### config.mk
export PLATFORM = sky130hd
export DESIGN_NAME = stage_m_mem
export DESIGN_NICKNAME = d
export VERILOG_FILES = /design/src/rtl/mem_pkg.sv /design/src/rtl/stage_m_mem_load_ext.sv /design/src/rtl/stage_m_mem.sv
export SDC_FILE = /design/constraint.sdc
export NUM_CORES = 1
export LEC_CHECK = 0
export BUFFER_PORTS_ARGS = -buffer_cell sky130_fd_sc_hd__buf_2
export CORE_ASPECT_RATIO = 1.25
export CORE_UTILIZATION = 46
export CTS_CLUSTER_SIZE = 8
export DETAILED_ROUTE_END_ITERATION = 6
export HOLD_SLACK_MARGIN = 0.15
export PLACE_DENSITY = 0.79
export SETUP_SLACK_MARGIN = 0.05
export SLEW_MARGIN = 30
export SYNTH_ARGS = -nofsm -noshare
export SYNTH_HDL_FRONTEND = slang
export SYNTH_HIERARCHICAL = 1
export SYNTH_SLANG_ARGS = --single-unit
### constraint.sdc
create_clock -name clk -period 3.5 [get_ports clk]
set_input_delay 0.875 -clock clk [delete_from_list [all_inputs] [get_ports clk]]
set_output_delay 0.875 -clock clk [all_outputs]
set_load 0.03 [all_outputs]
### src/rtl/mem_pkg.sv
// Shared types for the memory stage: MemOp encodings, exception codes,
// FSM states and the byte-lane helpers used by the EX/MEM stage.
package mem_pkg;

    typedef enum logic [3:0] {
        MOP_NONE = 4'd0,
        MOP_LW   = 4'd1,
        MOP_LH   = 4'd2,
        MOP_LHU  = 4'd3,
        MOP_LB   = 4'd4,
        MOP_LBU  = 4'd5,
        MOP_SW   = 4'd6,
        MOP_SH   = 4'd7,
        MOP_SB   = 4'd8
    } mem_op_e;

    localparam logic [4:0] EXC_ADEL = 5'd4;
    localparam logic [4:0] EXC_ADES = 5'd5;

    typedef enum logic [1:0] {
        ST_IDLE  = 2'd0,
        ST_WAIT  = 2'd1,
        ST_DRAIN = 2'd2
    } mem_state_e;

    typedef struct packed {
        logic        regwrite;
        logic        memtoreg;
        mem_op_e     memop;
        logic [31:0] aluout;
        logic [31:0] wdata;
        logic [4:0]  regaddr;
        logic [31:0] pc;
    } ex_mem_t;

    typedef struct packed {
        logic        we;
        logic [3:0]  byteen;
        logic [31:0] addr;
        logic [31:0] wdata;
    } bus_t;

    function automatic logic is_load(input mem_op_e op);
        return op inside {MOP_LW, MOP_LH, MOP_LHU, MOP_LB, MOP_LBU};
    endfunction

    function automatic logic is_store(input mem_op_e op);
        return op inside {MOP_SW, MOP_SH, MOP_SB};
    endfunction

    function automatic logic misaligned(input mem_op_e op,
                                        input logic [1:0] a);
        case (op)
            MOP_LW, MOP_SW:          return a != 2'b00;
            MOP_LH, MOP_LHU, MOP_SH: return a[0];
            default:                 return 1'b0;
        endcase
    endfunction

    function automatic logic [1:0] align_lo(input mem_op_e op,
                                            input logic [1:0] a);
        case (op)
            MOP_LW, MOP_SW:          return 2'b00;
            MOP_LH, MOP_LHU, MOP_SH: return {a[1], 1'b0};
            default:                 return a;
        endcase
    endfunction

    function automatic logic [3:0] byte_en(input mem_op_e op,
                                           input logic [1:0] a);
        case (op)
            MOP_SH:  return a[1] ? 4'b1100 : 4'b0011;
            MOP_SB:  return 4'b0001 << a;
            default: return 4'b1111;
        endcase
    endfunction

    function automatic logic [31:0] rep_data(input mem_op_e op,
                                             input logic [31:0] d);
        case (op)
            MOP_SB:  return {4{d[7:0]}};
            MOP_SH:  return {2{d[15:0]}};
            default: return d;
        endcase
    endfunction

endpackage

### src/rtl/stage_m_mem_load_ext.sv
// Load lane select and sign/zero extension for the memory stage.
module mem_load_ext
    import mem_pkg::*;
(
    input  mem_op_e     op_i,
    input  logic [1:0]  addr_i,
    input  logic [31:0] rdata_i,
    output logic [31:0] data_o
);

    logic [7:0]  byte_w;
    logic [15:0] half_w;

    always_comb begin
        byte_w = rdata_i[7:0];
        unique case (addr_i)
            2'd0: byte_w = rdata_i[7:0];
            2'd1: byte_w = rdata_i[15:8];
            2'd2: byte_w = rdata_i[23:16];
            2'd3: byte_w = rdata_i[31:24];
            default: byte_w = rdata_i[7:0];
        endcase
        half_w = addr_i[1] ? rdata_i[31:16] : rdata_i[15:0];
        case (op_i)
            MOP_LH:  data_o = {{16{half_w[15]}}, half_w};
            MOP_LHU: data_o = {16'd0, half_w};
            MOP_LB:  data_o = {{24{byte_w[7]}}, byte_w};
            MOP_LBU: data_o = {24'd0, byte_w};
            default: data_o = rdata_i;
        endcase
    end

endmodule

### src/rtl/stage_m_mem.sv
// EX/MEM register plus data-bus access unit feeding the MEM/WB flops.
// Optional MEM_ALIGN_CHECK_EN raises AdEL/AdES instead of forcing alignment.
module stage_m_mem
    import mem_pkg::*;
#(
    parameter logic [31:0] RESET_PC = 32'h0000_3000,
    parameter logic [31:0] EXC_PC   = 32'h0000_4180
) (
    input  logic        clk,
    input  logic        rst_n,
    input  logic        req,
    input  logic        RegWrite_in,
    input  logic        MemToReg_in,
    input  logic [3:0]  MemOp_in,
    input  logic [31:0] ALUOut_in,
    input  logic [31:0] WriteData_in,
    input  logic [4:0]  RegAddr_in,
    input  logic [31:0] pc_in,
    output logic        stall_out,
    output logic        m_req,
    output logic        m_we,
    output logic [31:0] m_addr,
    output logic [3:0]  m_byteen,
    output logic [31:0] m_wdata,
    input  logic        m_ack,
    input  logic [31:0] m_rdata,
    output logic        RegWrite_out,
    output logic        MemToReg_out,
    output logic [31:0] ALUOut_out,
    output logic [4:0]  RegAddr_out,
    output logic [31:0] pc_out,
    output logic [31:0] ReadData_out,
    output logic        exc_valid_out,
    output logic [4:0]  exc_code_out
);

    ex_mem_t    s_q, s_d, s_in, bubble;
    mem_state_e st_q, st_d;
    bus_t       bus_q, bus_d, bus_now, bus_cur;
    logic       done_q, done_d;
    logic [1:0] ea_lo;
    logic       mis, is_mem, issue, acc, capture, stall;
    logic [31:0] ext_data;

    logic        w_rw_q, w_rw_d, w_mtr_q, w_mtr_d;
    logic [31:0] w_alu_q, w_alu_d, w_pc_q, w_pc_d;
    logic [4:0]  w_ra_q, w_ra_d;
    logic [31:0] rd_q, rd_d;
    logic        exc_v_q, exc_v_d;
    logic [4:0]  exc_c_q, exc_c_d;

    assign bubble = '{1'b0, 1'b0, MOP_NONE, 32'd0, 32'd0, 5'd0, EXC_PC};
    assign s_in   = '{RegWrite_in, MemToReg_in, mem_op_e'(MemOp_in),
                      ALUOut_in, WriteData_in, RegAddr_in, pc_in};

`ifdef MEM_ALIGN_CHECK_EN
    assign mis   = misaligned(s_q.memop, s_q.aluout[1:0]);
    assign ea_lo = s_q.aluout[1:0];
`else
    assign mis   = 1'b0;
    assign ea_lo = align_lo(s_q.memop, s_q.aluout[1:0]);
`endif

    assign is_mem = is_load(s_q.memop) || is_store(s_q.memop);

    assign bus_now = '{is_store(s_q.memop),
                       byte_en(s_q.memop, ea_lo),
                       {s_q.aluout[31:2], 2'b00},
                       rep_data(s_q.memop, s_q.wdata)};

    always_comb begin
        st_d    = st_q;
        bus_d   = bus_q;
        bus_cur = bus_q;
        issue   = 1'b0;
        unique case (st_q)
            ST_IDLE: begin
                issue   = is_mem && !done_q && !mis && !req;
                bus_cur = bus_now;
                if (issue && !m_ack) begin
                    st_d  = ST_WAIT;
                    bus_d = bus_now;
                end
            end
            ST_WAIT: begin
                if (m_ack)    st_d = ST_IDLE;
                else if (req) st_d = ST_DRAIN;
            end
            ST_DRAIN: begin
                if (m_ack) st_d = ST_IDLE;
            end
            default: st_d = ST_IDLE;
        endcase
    end

    assign m_req    = issue || (st_q != ST_IDLE);
    assign m_we     = m_req && bus_cur.we;
    assign m_addr   = bus_cur.addr;
    assign m_byteen = bus_cur.byteen;
    assign m_wdata  = bus_cur.wdata;

    assign stall     = m_req && !m_ack;
    assign stall_out = stall;
    assign capture   = !stall && !req;
    // A drained transaction belongs to a flushed instruction.
    assign acc       = m_req && m_ack && (st_q != ST_DRAIN);

    assign s_d    = req ? bubble : (capture ? s_in : s_q);
    assign done_d = (req || capture) ? 1'b0 : (done_q || acc);

    mem_load_ext u_ext (
        .op_i    (s_q.memop),
        .addr_i  (ea_lo),
        .rdata_i (m_rdata),
        .data_o  (ext_data)
    );

    assign rd_d = (acc && !req && is_load(s_q.memop)) ? ext_data : rd_q;

    always_comb begin
        w_rw_d  = 1'b0;
        w_mtr_d = 1'b0;
        w_alu_d = 32'd0;
        w_ra_d  = 5'd0;
        w_pc_d  = s_q.pc;
        exc_v_d = 1'b0;
        exc_c_d = 5'd0;
        if (req) begin
            w_pc_d = EXC_PC;
        end else if (!stall) begin
            w_rw_d  = s_q.regwrite && !mis;
            w_mtr_d = s_q.memtoreg;
            w_alu_d = s_q.aluout;
            w_ra_d  = s_q.regaddr;
            exc_v_d = mis;
            if (mis) exc_c_d = is_load(s_q.memop) ? EXC_ADEL : EXC_ADES;
        end
    end

    always_ff @(posedge clk or negedge rst_n) begin
        if (!rst_n) begin
            st_q   <= ST_IDLE;
            bus_q  <= '0;
            done_q <= 1'b0;
            s_q    <= '{1'b0, 1'b0, MOP_NONE, 32'd0, 32'd0, 5'd0, RESET_PC};
        end else begin
            st_q   <= st_d;
            bus_q  <= bus_d;
            done_q <= done_d;
            s_q    <= s_d;
        end
    end

    always_ff @(posedge clk or negedge rst_n) begin
        if (!rst_n) begin
            w_rw_q  <= 1'b0;
            w_mtr_q <= 1'b0;
            w_alu_q <= 32'd0;
            w_ra_q  <= 5'd0;
            w_pc_q  <= RESET_PC;
            rd_q    <= 32'd0;
            exc_v_q <= 1'b0;
            exc_c_q <= 5'd0;
        end else begin
            w_rw_q  <= w_rw_d;
            w_mtr_q <= w_mtr_d;
            w_alu_q <= w_alu_d;
            w_ra_q  <= w_ra_d;
            w_pc_q  <= w_pc_d;
            rd_q    <= rd_d;
            exc_v_q <= exc_v_d;
            exc_c_q <= exc_c_d;
        end
    end

    assign RegWrite_out  = w_rw_q;
    assign MemToReg_out  = w_mtr_q;
    assign ALUOut_out    = w_alu_q;
    assign RegAddr_out   = w_ra_q;
    assign pc_out        = w_pc_q;
    assign ReadData_out  = rd_q;
    assign exc_valid_out = exc_v_q;
    assign exc_code_out  = exc_c_q;

endmodule

==> results of run 1 <==
[synthesized netlist by cell type (4+ instances only)]
master	n	area share (%)
a21o_1	18	1.1
dfstp_2	4	0.84
mux2_2	70	6.3
clkbuf_1	64	1.9
buf_2	24	0.96
nor3_1	8	0.32
o22a_1	8	0.56
nand2b_1	4	0.20
buf_4	8	0.48
a21oi_1	118	4.7
or2_2	5	0.25
nor4bb_1	8	0.64
nor2b_1	39	1.9
buf_1	5	0.15
and2_1	47	2.3
mux2i_1	4	0.32
nand2_1	413	12
o221ai_1	8	0.56
mux4_2	6	1.1
nor2_1	15	0.45
o21ai_0	66	2.6
a22oi_1	13	0.78
a22o_1	8	0.56
dfrtp_1	276	55
a221oi_1	8	0.56
[final cells by class]
class / instances / area [sq um] / share of cell area [%]
Multi-Input combinational cell: 914 / 5144 / 33.20
Tap cell: 345 / 431.7 / 2.786
Clock buffer: 49 / 1056 / 6.816
Timing Repair Buffer: 337 / 1819 / 11.74
Inverter: 4 / 16.27 / 0.1050
Sequential cell: 280 / 7014 / 45.27
Antenna cell: 5 / 12.51 / 0.08076
[critical path, delay by kind of cell (launching register included)]
kind | cells | cell delay (ns)
flip-flops | 1 | 0.44
buffers and inverters | 2 | 0.48
AND/OR/NAND/NOR | 2 | 0.65
AO/OA/AOI/OAI | 2 | 0.41
[flip-flops by register name, indices dropped and copies added, names as in the netlist]
name / flops
st_q: 2
RegWrite_out: 1
bus_now: 30
RegAddr_out: 5
bus_q: 67
done_q: 1
ALUOut_out: 32
s_q: 77
MemToReg_out: 1
pc_out: 32
ReadData_out: 32
[placed cells by master (no fill, tap or decap), types with 3 or more instances in the layout]
cell type	n
clkbuf_1	8
nor2b_1	39
dfstp_2	4
nand2_1	413
inv_1	3
nand2b_1	4
and2_1	47
buf_4	19
conb_1	8
o21ai_0	66
o221ai_1	8
nor3b_1	3
a221oi_1	8
dfrtp_1	274
buf_2	312
buf_12	5
a21o_1	18
diode_2	5
nor2_1	13
a22o_1	8
a21oi_1	118
nor4bb_1	8
mux2i_1	4
clkbuf_16	41
nor3_1	6
nand3b_1	3
o22a_1	8
mux2_2	70
or2_2	5
a22oi_1	13
mux4_2	6
[cells by family (layout without fill, tap and decap cells)]
kind of cell,Yosys count,count (layout),synth area share [%]
DFF,280,280,55.90
muxes,80,80,7.681
AOI/OAI and AO/OA,266,266,12.83
and+or+nand+nor,559,560,19.85
other,1,13,0.02990
buffers and inverters,106,390,3.711
[where the power goes]
group / switching [mW] / total [mW] / leakage [nW] / internal (mW)
logic: 1.86 / 2.82 / 3.70 / 0.958
registers: 0.354 / 4.20 / 3.63 / 3.84
clock network: 1.30 / 3.37 / 0.515 / 2.07
total: 3.52 / 10.4 / 7.84 / 6.87
[timing repair]
action                     in CTS  in global routing
setup endpoints to repair      17                 24
pin swaps                       0                  1
gates resized for setup         3                  5
gates cloned                    0                  1
[routing by layer]
layer / vias to the layer above / GRT usage (%)
met3: 92 / 5.110
li1: 4870 / -
met5: - / 0
met4: 0 / 11.77
met2: 450 / 41.13
met1: 5111 / 30.78
[worst max path at each step]
stage | endpoint | depth (start not counted) | start | slack, ns
6_report | m_wdata[24] | 6 | s_q[103] | 0.13
5_1_grt | m_wdata[24] | 6 | s_q[103] | 0.01
4_1_cts | m_wdata[24] | 5 | s_q[102] | 0.07
3_5_place_dp | m_wdata[23] | 5 | s_q[101] | 0.44
3_3_place_gp | m_wdata[23] | 5 | s_q[101] | 0.55
2_1_floorplan | m_wdata[23] | 6 | s_q[102] | 0.20
==> impl_metrics.csv, run 1 <==
group,metric,value,unit
critical_path,cp-end-kind,"output port",
timing,hold_violations,0,
layout,final_area,0.01549,sq mm
placement,io_buffers,314,
synthesis,synth-edff-count,0,
critical_path,crit_slowest_cell,"dfrtp_1",
critical_path,rrSetupSlack,0.71,ns
layout,utilization,57.76,%
timing,skew,0.01304,ns
cts,cts_root_buf,"clkbuf_16",
timing,rsz0062_at_grt,"yes",
route,vias,10520,
critical_path,worstSetupPathType,"reg2out",
floorplan,design.die.area,0.02794,sq mm
route,highest_layer,"met4",
layout,synthToLayoutAreaGrowth,23.52,%
placement,place.gp.congestion,0.8869,
placement,place_worst_setup_slack,0.4397,ns
synthesis,yosysSeqAreaShare,55.90,%
timing,finalSetupViolations,0,
synthesis,ys_ff_latch,280,
global_route,grt_pass1_wl,55.06,mm
cts,clock_sinks,280,
global_route,grt_pass1_vias,10600,
critical_path,slowest_delay,0.44,ns
critical_path,r2r_cells,8,
cts,clockBufferDepth,3,
timing,fmax,296.4,MHz
synthesis,synth_area,0.01254,sq mm
pwr,p_total,10.39,mW
synthesis,syn_inst,1292,
timing,min_period,3.374,ns
synthesis,syn_avg_cell_area,9.708,sq um
layout,fillers,2323,
route,wl_met2,17.63,mm
critical_path,crit_required,2.62,ns
floorplan,die_w,149.7,um
run_status,status,"completed",
cts,htree_levels,2,
critical_path,crit_fanout,19,
synthesis,yosysWarnings,6,
global_route,overflow,0,
cts,cts.clk_slew.worst_paths,0.05,ns
timing,period_share,96.41,%
layout,fin_cells,1934,
critical_path,worst_ep_arrival_time,2.50,ns
timing,holdWs,0.2501,ns
route,via_per_inst,5.441,
cts,cts_tree,"yes",
placement,dp_cells,1879,
route,drtIter0Drc,624,
critical_path,reg2reg_from,"s_q[104]",
cts,hold_buffers,0,
route,wl_per_cell,17.98,um
placement,place_hpwl,22.59,mm
route,wirelength,34.77,mm
route,ant_nets,0,
route,drc,0,
layout,fin_nets,1720,
pwr,power.leakage,7.844,nW
global_route,track_usage,24.82,%
critical_path,worstPathCellList,"buf_4, and4b_2, nor2_2, a221oi_1, o21ai_0, buf_2",
floorplan,io_pins,323,
timing,tns,0,ns
layout,drive_gt1_share,30.56,%
cts,cts_inserted_buffers,40,
route,drt_pass1_iterations,5,
critical_path,rr_endpoint,"ALUOut_out[20]",
critical_path,worstSetupStartpointType,"register",
timing,slew_headroom,40.37,%
worst_hold_path,hold_path_class,"in2async",
run,cap_violations,0,
timing,setup_ws,0.1258,ns
floorplan,rows,67,
synthesis,async_flop_share,100.0,%
global_route,grt_max_degree,108,
timing,worstMarginPinSlew,0.8877,ns
pwr,vdd_ir_drop_max,0.4198,mV
floorplan,coreArea,0.02683,sq mm
route,wl_met3,2.318,mm
global_route,antenna_found_initial,6,
pwr,pwr_density_cell,670.6,mW/mm^2
cts,post_cts_buffers,0,
floorplan,start_util,46.76,%
timing,final_max_slew_viol_count,0,
route,met1_length,13.46,mm
synthesis,synth-main-ff-cell,"dfrtp_1",
synthesis,synth.distinct_cells,57,
cts,clkLatencyLatePin,0.52,ns
placement,dpl_cell_area,0.01439,sq mm
floorplan,dieHeight,186.6,um
Power figures use the tool's default switching activity.
==> inputs of run 2 (changes only) <==
--- a/config.mk
+++ b/config.mk
@@ -6,7 +6,6 @@
 export NUM_CORES = 1
 export LEC_CHECK = 0
 export BUFFER_PORTS_ARGS = -buffer_cell sky130_fd_sc_hd__buf_2
-export CORE_ASPECT_RATIO = 1.25
 export CORE_UTILIZATION = 46
 export CTS_CLUSTER_SIZE = 8
 export DETAILED_ROUTE_END_ITERATION = 6
==> run 2 against run 1 <==
The flow now finishes with violations (design-rule violations). Utilization up 0.22 points. Maximum frequency grew 2.5%. First-iteration DRC count rose by 13%. Flip-flop and latch count unchanged. Clock power increased by 3%. Sequential power hardly changed. Via count shrank 1.4%. Clock skew grew 0.0014 ns. Power grew 1.1%. Non-clock buffer count grew 3. Cell count is 0.10% higher. Critical endpoint is now m_wdata[25]. Largest cell class unchanged. Largest power group unchanged.
==> impl_metrics.csv, run 2 (same netlist as run 1, synthesis figures left out) <==
group,metric,value,unit
timing,period_share,94.06,%
global_route,track_usage,24.67,%
layout,top_regs,"s_q (77), bus_q (67)",
run_status,status,"finished, violations left",
cts,clockBufferDepth,3,
cts,htree_levels,2,
pwr,pwr_density_cell,674.2,mW/mm^2
critical_path,worstSetupStartpointType,"register",
timing,worstMarginPinSlew,1.019,ns
pwr,vdd_ir_drop_max,0.3632,mV
cts,post_cts_buffers,0,
pwr,power.leakage,7.890,nW
global_route,grt_busiest_layer,"met2",
global_route,grt_max_degree,107,
critical_path,worstSetupPathType,"reg2out",
layout,synthToLayoutAreaGrowth,24.23,%
critical_path,cp_num_buf_inv,2,
placement,io_buffers,314,
cts,clkLatencyLatePin,0.53,ns
global_route,use_met2,40.42,%
layout,top_register,"s_q",
critical_path,worst_ep_arrival_time,2.42,ns
timing,skew,0.01441,ns
route,drt_pass1_iterations,7,
floorplan,io_pins,323,
layout,final_common_cell,"nand2_1",
floorplan,die_w,167.1,um
route,drtIter0Drc,708,
global_route,grt_pass1_wl,54.71,mm
route,wl_per_cell,17.75,um
critical_path,crit_slowest_cell,"dfrtp_2",
layout,layout_common_cells,"nand2_1 (413), buf_2 (312), dfrtp_1 (274), a21oi_1 (118), mux2_2 (70)",
route,via_per_inst,5.361,
route,drc,4,
critical_path,crit_fanout,14,
global_route,antenna_found_initial,3,
timing,setup_ws,0.2080,ns
cts,cts_inserted_buffers,41,
critical_path,worstPathCellList,"nor4b_4, buf_4, and2_1, a221oi_1, o21ai_0, buf_2",
timing,hold_violations,0,
route,ant_nets,0,
floorplan,rows,60,
critical_path,cp-end-kind,"output port",
layout,drive_gt1_share,30.72,%
placement,place_hpwl,22.74,mm
placement,place.gp.congestion,0.8990,
timing,slew_headroom,31.55,%
global_route,grtUsageMet3,6.192,%
global_route,grt_pass1_vias,10330,
layout,largest_reg_flops,77,
timing,finalSetupViolations,0,
cts,cts.clk_slew.worst_paths,0.05,ns
run,cap_violations,0,
run_status,failed_checks,"design-rule violations",
floorplan,start_util,46.67,%
timing,final_max_slew_viol_count,0,
timing,fmax,303.8,MHz
route,vias,10380,
critical_path,crit_required,2.62,ns
timing,rsz0062_at_grt,"no",
layout,fin_nets,1723,
route,wirelength,34.36,mm
floorplan,coreArea,0.02688,sq mm
critical_path,slowest_delay,0.52,ns
timing,min_period,3.292,ns
cts,cts_resized,2,
cts,hold_buffers,0,
floorplan,dieHeight,167.1,um
global_route,overflow,0,
worst_hold_path,hold_path_class,"in2async",
timing,tns,0,ns
cts,cts_root_buf,"clkbuf_16",
placement,place_worst_setup_slack,0.4080,ns
critical_path,rrSetupSlack,0.64,ns
cts,clock_sinks,280,
cts,cts_tree,"yes",
critical_path,crit_family,"flip-flops",
global_route,use_met1,31.43,%
floorplan,design.die.area,0.02793,sq mm
-- run 2: cell count changes in the layout (fill, tap and decap cells not counted), moves of 2 or more --
cell	before	now
clkbuf_1	8	10
diode_2	5	3
inv_6	0	2
buf_12	5	7
-- run 2: layout make-up --
class	count	area [sq um]
clock inverters	4	46.29
flip-flops and latches	280	7014
fillers	2295	11290
repair buffers	340	1871
diodes	3	7.507
multi-input cells	913	5136
inverters	4	17.52
clock buffers	51	1064
well taps	341	426.7
-- run 2: through the flow --
stage	hold WS (ns)	util (%)	instance area, sq um	instances	total power [mW]
floorplan	0.4238	-	12570	1299	6.111
global placement	0.4298	53.72	14440	1878	6.982
detailed placement	0.4353	53.72	14440	1878	7.068
CTS	0.3397	57.87	15550	1933	10.59
global route	0.3537	57.96	15580	1934	11.02
finish	0.3094	57.98	15580	1936	10.51
-- run 2: worst paths after layout --
kind                                     to     start  cells past startpoint
setup / recovery                m_wdata[25]  s_q[101]                      6
hold / removal              ReadData_out[4]     rst_n                      1
setup reg to reg           ReadData_out[10]  s_q[103]                     11
hold reg to reg                  pc_out[14]   s_q[14]                      1
max in group asynchronous           s_q[12]     rst_n                      2
min in group clk                 pc_out[14]   s_q[14]                      1
-- run 2: metal layers --
layer	wire length, um	up-vias
li1	-	4878
met1	13820	5005
met2	16760	413
met3	2587	80
met4	1179	2
met5	12	-
-- run 2: worst reg2reg max path: cells and delay by family (launching register included) --
family / cells / cell delay [ns]
DFF: 1 / 0.51
AOI/OAI and AO/OA: 4 / 0.84
buffers and inverters: 3 / 0.63
and+or+nand+nor: 2 / 0.49
muxes: 2 / 0.35
-- run 2: power by group --
group	switching, mW	internal, mW	leakage [nW]	total (mW)
Clock	1.37	2.11	0.540	3.48
Sequential	0.353	3.84	3.63	4.20
Combinational	1.86	0.966	3.72	2.83
Total	3.58	6.92	7.89	10.5
==> inputs of run 3 (changes only) <==
--- a/config.mk
+++ b/config.mk
@@ -7,6 +7,7 @@
 export LEC_CHECK = 0
 export BUFFER_PORTS_ARGS = -buffer_cell sky130_fd_sc_hd__buf_2
 export CORE_UTILIZATION = 46
+export CTS_BUF_LIST = sky130_fd_sc_hd__clkbuf_16
 export CTS_CLUSTER_SIZE = 8
 export DETAILED_ROUTE_END_ITERATION = 6
 export HOLD_SLACK_MARGIN = 0.15
==> run 3 against run 2 <==
The flow still finishes with violations (design-rule violations). Clock power is essentially flat. Routed wire length is essentially flat. Critical path depth is the same. Global-route usage unchanged. Via count barely moved. Sequential share of layout area stayed put. Combinational power about the same. Power decreased by 0.26%. Clock skew hardly changed. Utilization is the same. Count of clock-buffer cells in the layout decreased by 10. Flip-flop and latch count did not move. Critical endpoint unchanged.
==> impl_metrics.csv, run 3 (same netlist as run 1, synthesis figures left out) <==
group,metric,value,unit
critical_path,crit_required,2.62,ns
timing,fmax,303.8,MHz
floorplan,rows,60,
run,cap_violations,0,
global_route,track_usage,24.67,%
critical_path,worstSetupStartpointType,"register",
timing,period_share,94.06,%
route,drtIter0Drc,715,
timing,min_period,3.292,ns
floorplan,coreArea,0.02688,sq mm
cts,clock_sinks,280,
global_route,grt_max_degree,107,
placement,place_hpwl,22.74,mm
pwr,vdd_ir_drop_max,0.3628,mV
timing,setup_ws,0.2080,ns
layout,utilization,57.98,%
global_route,use_met2,40.42,%
timing,finalSetupViolations,0,
global_route,grt_busiest_layer,"met2",
layout,layout_common_cells,"nand2_1 (413), buf_2 (312), dfrtp_1 (274), a21oi_1 (118), mux2_2 (70)",
global_route,overflow,0,
layout,largest_reg_flops,77,
timing,slew_headroom,32.10,%
critical_path,crit_fanout,14,
run_status,failed_checks,"design-rule violations",
placement,place_worst_setup_slack,0.4080,ns
floorplan,die_w,167.1,um
pwr,pwr_density_cell,672.4,mW/mm^2
cts,post_cts_buffers,0,
cts,clkLatencyLatePin,0.53,ns
run_status,status,"finished, violations left",
route,vias,10370,
global_route,grt_pass1_wl,54.71,mm
global_route,use_met1,31.43,%
route,wl_per_cell,17.75,um
timing,hold_violations,0,
layout,synthToLayoutAreaGrowth,24.23,%
cts,cts_root_buf,"clkbuf_16",
timing,skew,0.01458,ns
pwr,p_total,10.48,mW
layout,final_common_cell,"nand2_1",
global_route,grt_pass1_vias,10330,
route,ant_nets,0,
placement,io_buffers,314,
critical_path,slowest_delay,0.52,ns
route,drc,6,
cts,clockBufferDepth,3,
floorplan,io_pins,323,
cts,htree_levels,2,
cts,cts_inserted_buffers,41,
critical_path,worstPathCellList,"nor4b_4, buf_4, and2_1, a221oi_1, o21ai_0, buf_2",
pwr,power.leakage,7.931,nW
global_route,antenna_found_initial,3,
route,drt_pass1_iterations,7,
layout,top_register,"s_q",
timing,rsz0062_at_grt,"no",
critical_path,worst_ep_arrival_time,2.42,ns
route,via_per_inst,5.358,
floorplan,dieHeight,167.1,um
cts,cts.clk_slew.worst_paths,0.05,ns
worst_hold_path,hold_path_class,"in2async",
critical_path,crit_slowest_cell,"dfrtp_2",
cts,hold_buffers,0,
layout,top_regs,"s_q (77), bus_q (67)",
timing,final_max_slew_viol_count,0,
route,wirelength,34.37,mm
placement,place.gp.congestion,0.8990,
floorplan,design.die.area,0.02793,sq mm
layout,fin_nets,1723,
cts,cts_tree,"yes",
critical_path,cp-end-kind,"output port",
timing,tns,0,ns
floorplan,start_util,46.67,%
layout,drive_gt1_share,30.72,%
global_route,grtUsageMet3,6.192,%
timing,worstMarginPinSlew,1.011,ns
critical_path,worstSetupPathType,"reg2out",
==> run 3: through the flow <==
stage                     hold slack [ns]  cells  area, sq um
after floorplan                    0.4238   1299        12570
after global routing               0.3537   1934        15580
final                              0.3101   1936        15580
after detailed placement           0.4353   1878        14440
after global placement             0.4298   1878        14440
after CTS                          0.3397   1933        15550
==> run 3: repair_timing <==
| item | 4_1_cts | 5_1_grt |
|---|---|---|
| resized for setup | 2 | 6 |
| endpoints found under the setup margin | 10 | 26 |
| hold endpoints to repair | 0 | 0 |
==> run 3: routing by layer <==
metal / vias up / routed length (um)
met2: 423 / 16780
met1: 4991 / 13770
met5: - / 12
met3: 80 / 2625
li1: 4877 / -
met4: 2 / 1179
==> run 3: final timing paths <==
kind	start	endpoint	slack, ns	cells past startpoint
max	s_q[101]	m_wdata[25]	0.21	6
max reg2reg	s_q[103]	ReadData_out[10]	0.64	11
min in group clk	s_q[14]	pc_out[14]	0.45	1
min	rst_n	ReadData_out[4]	0.31	1
min reg2reg	s_q[14]	pc_out[14]	0.45	1
max in group asynchronous	rst_n	s_q[12]	2.34	2
==> run 3: layout make-up <==
| cell class | instances | area, sq um |
|---|---|---|
| Timing Repair Buffer | 340 | 1871 |
| Antenna cell | 3 | 7.507 |
| Clock buffer | 41 | 1026 |
| Inverter | 4 | 17.52 |
| Sequential cell | 280 | 7014 |
| Clock inverter | 14 | 83.83 |
| Tap cell | 341 | 426.7 |
| Fill cell | 2295 | 11290 |
| Multi-Input combinational cell | 913 | 5136 |
==> run 3: worst max-delay path: cells and delay by family (launching register included) <==
kind / cells / cell delay (ns)
flip-flops: 1 / 0.52
AND/OR/NAND/NOR: 2 / 0.52
buffers and inverters: 2 / 0.50
AO/OA/AOI/OAI: 2 / 0.35
==> run 3: report_power, final <==
| group | total (mW) | switching (mW) | internal, mW | leakage [nW] |
|---|---|---|---|---|
| sequential | 4.20 | 0.353 | 3.84 | 3.63 |
| combinational | 2.83 | 1.86 | 0.966 | 3.72 |
| clock | 3.45 | 1.37 | 2.08 | 0.581 |
| total | 10.5 | 3.58 | 6.89 | 7.93 |
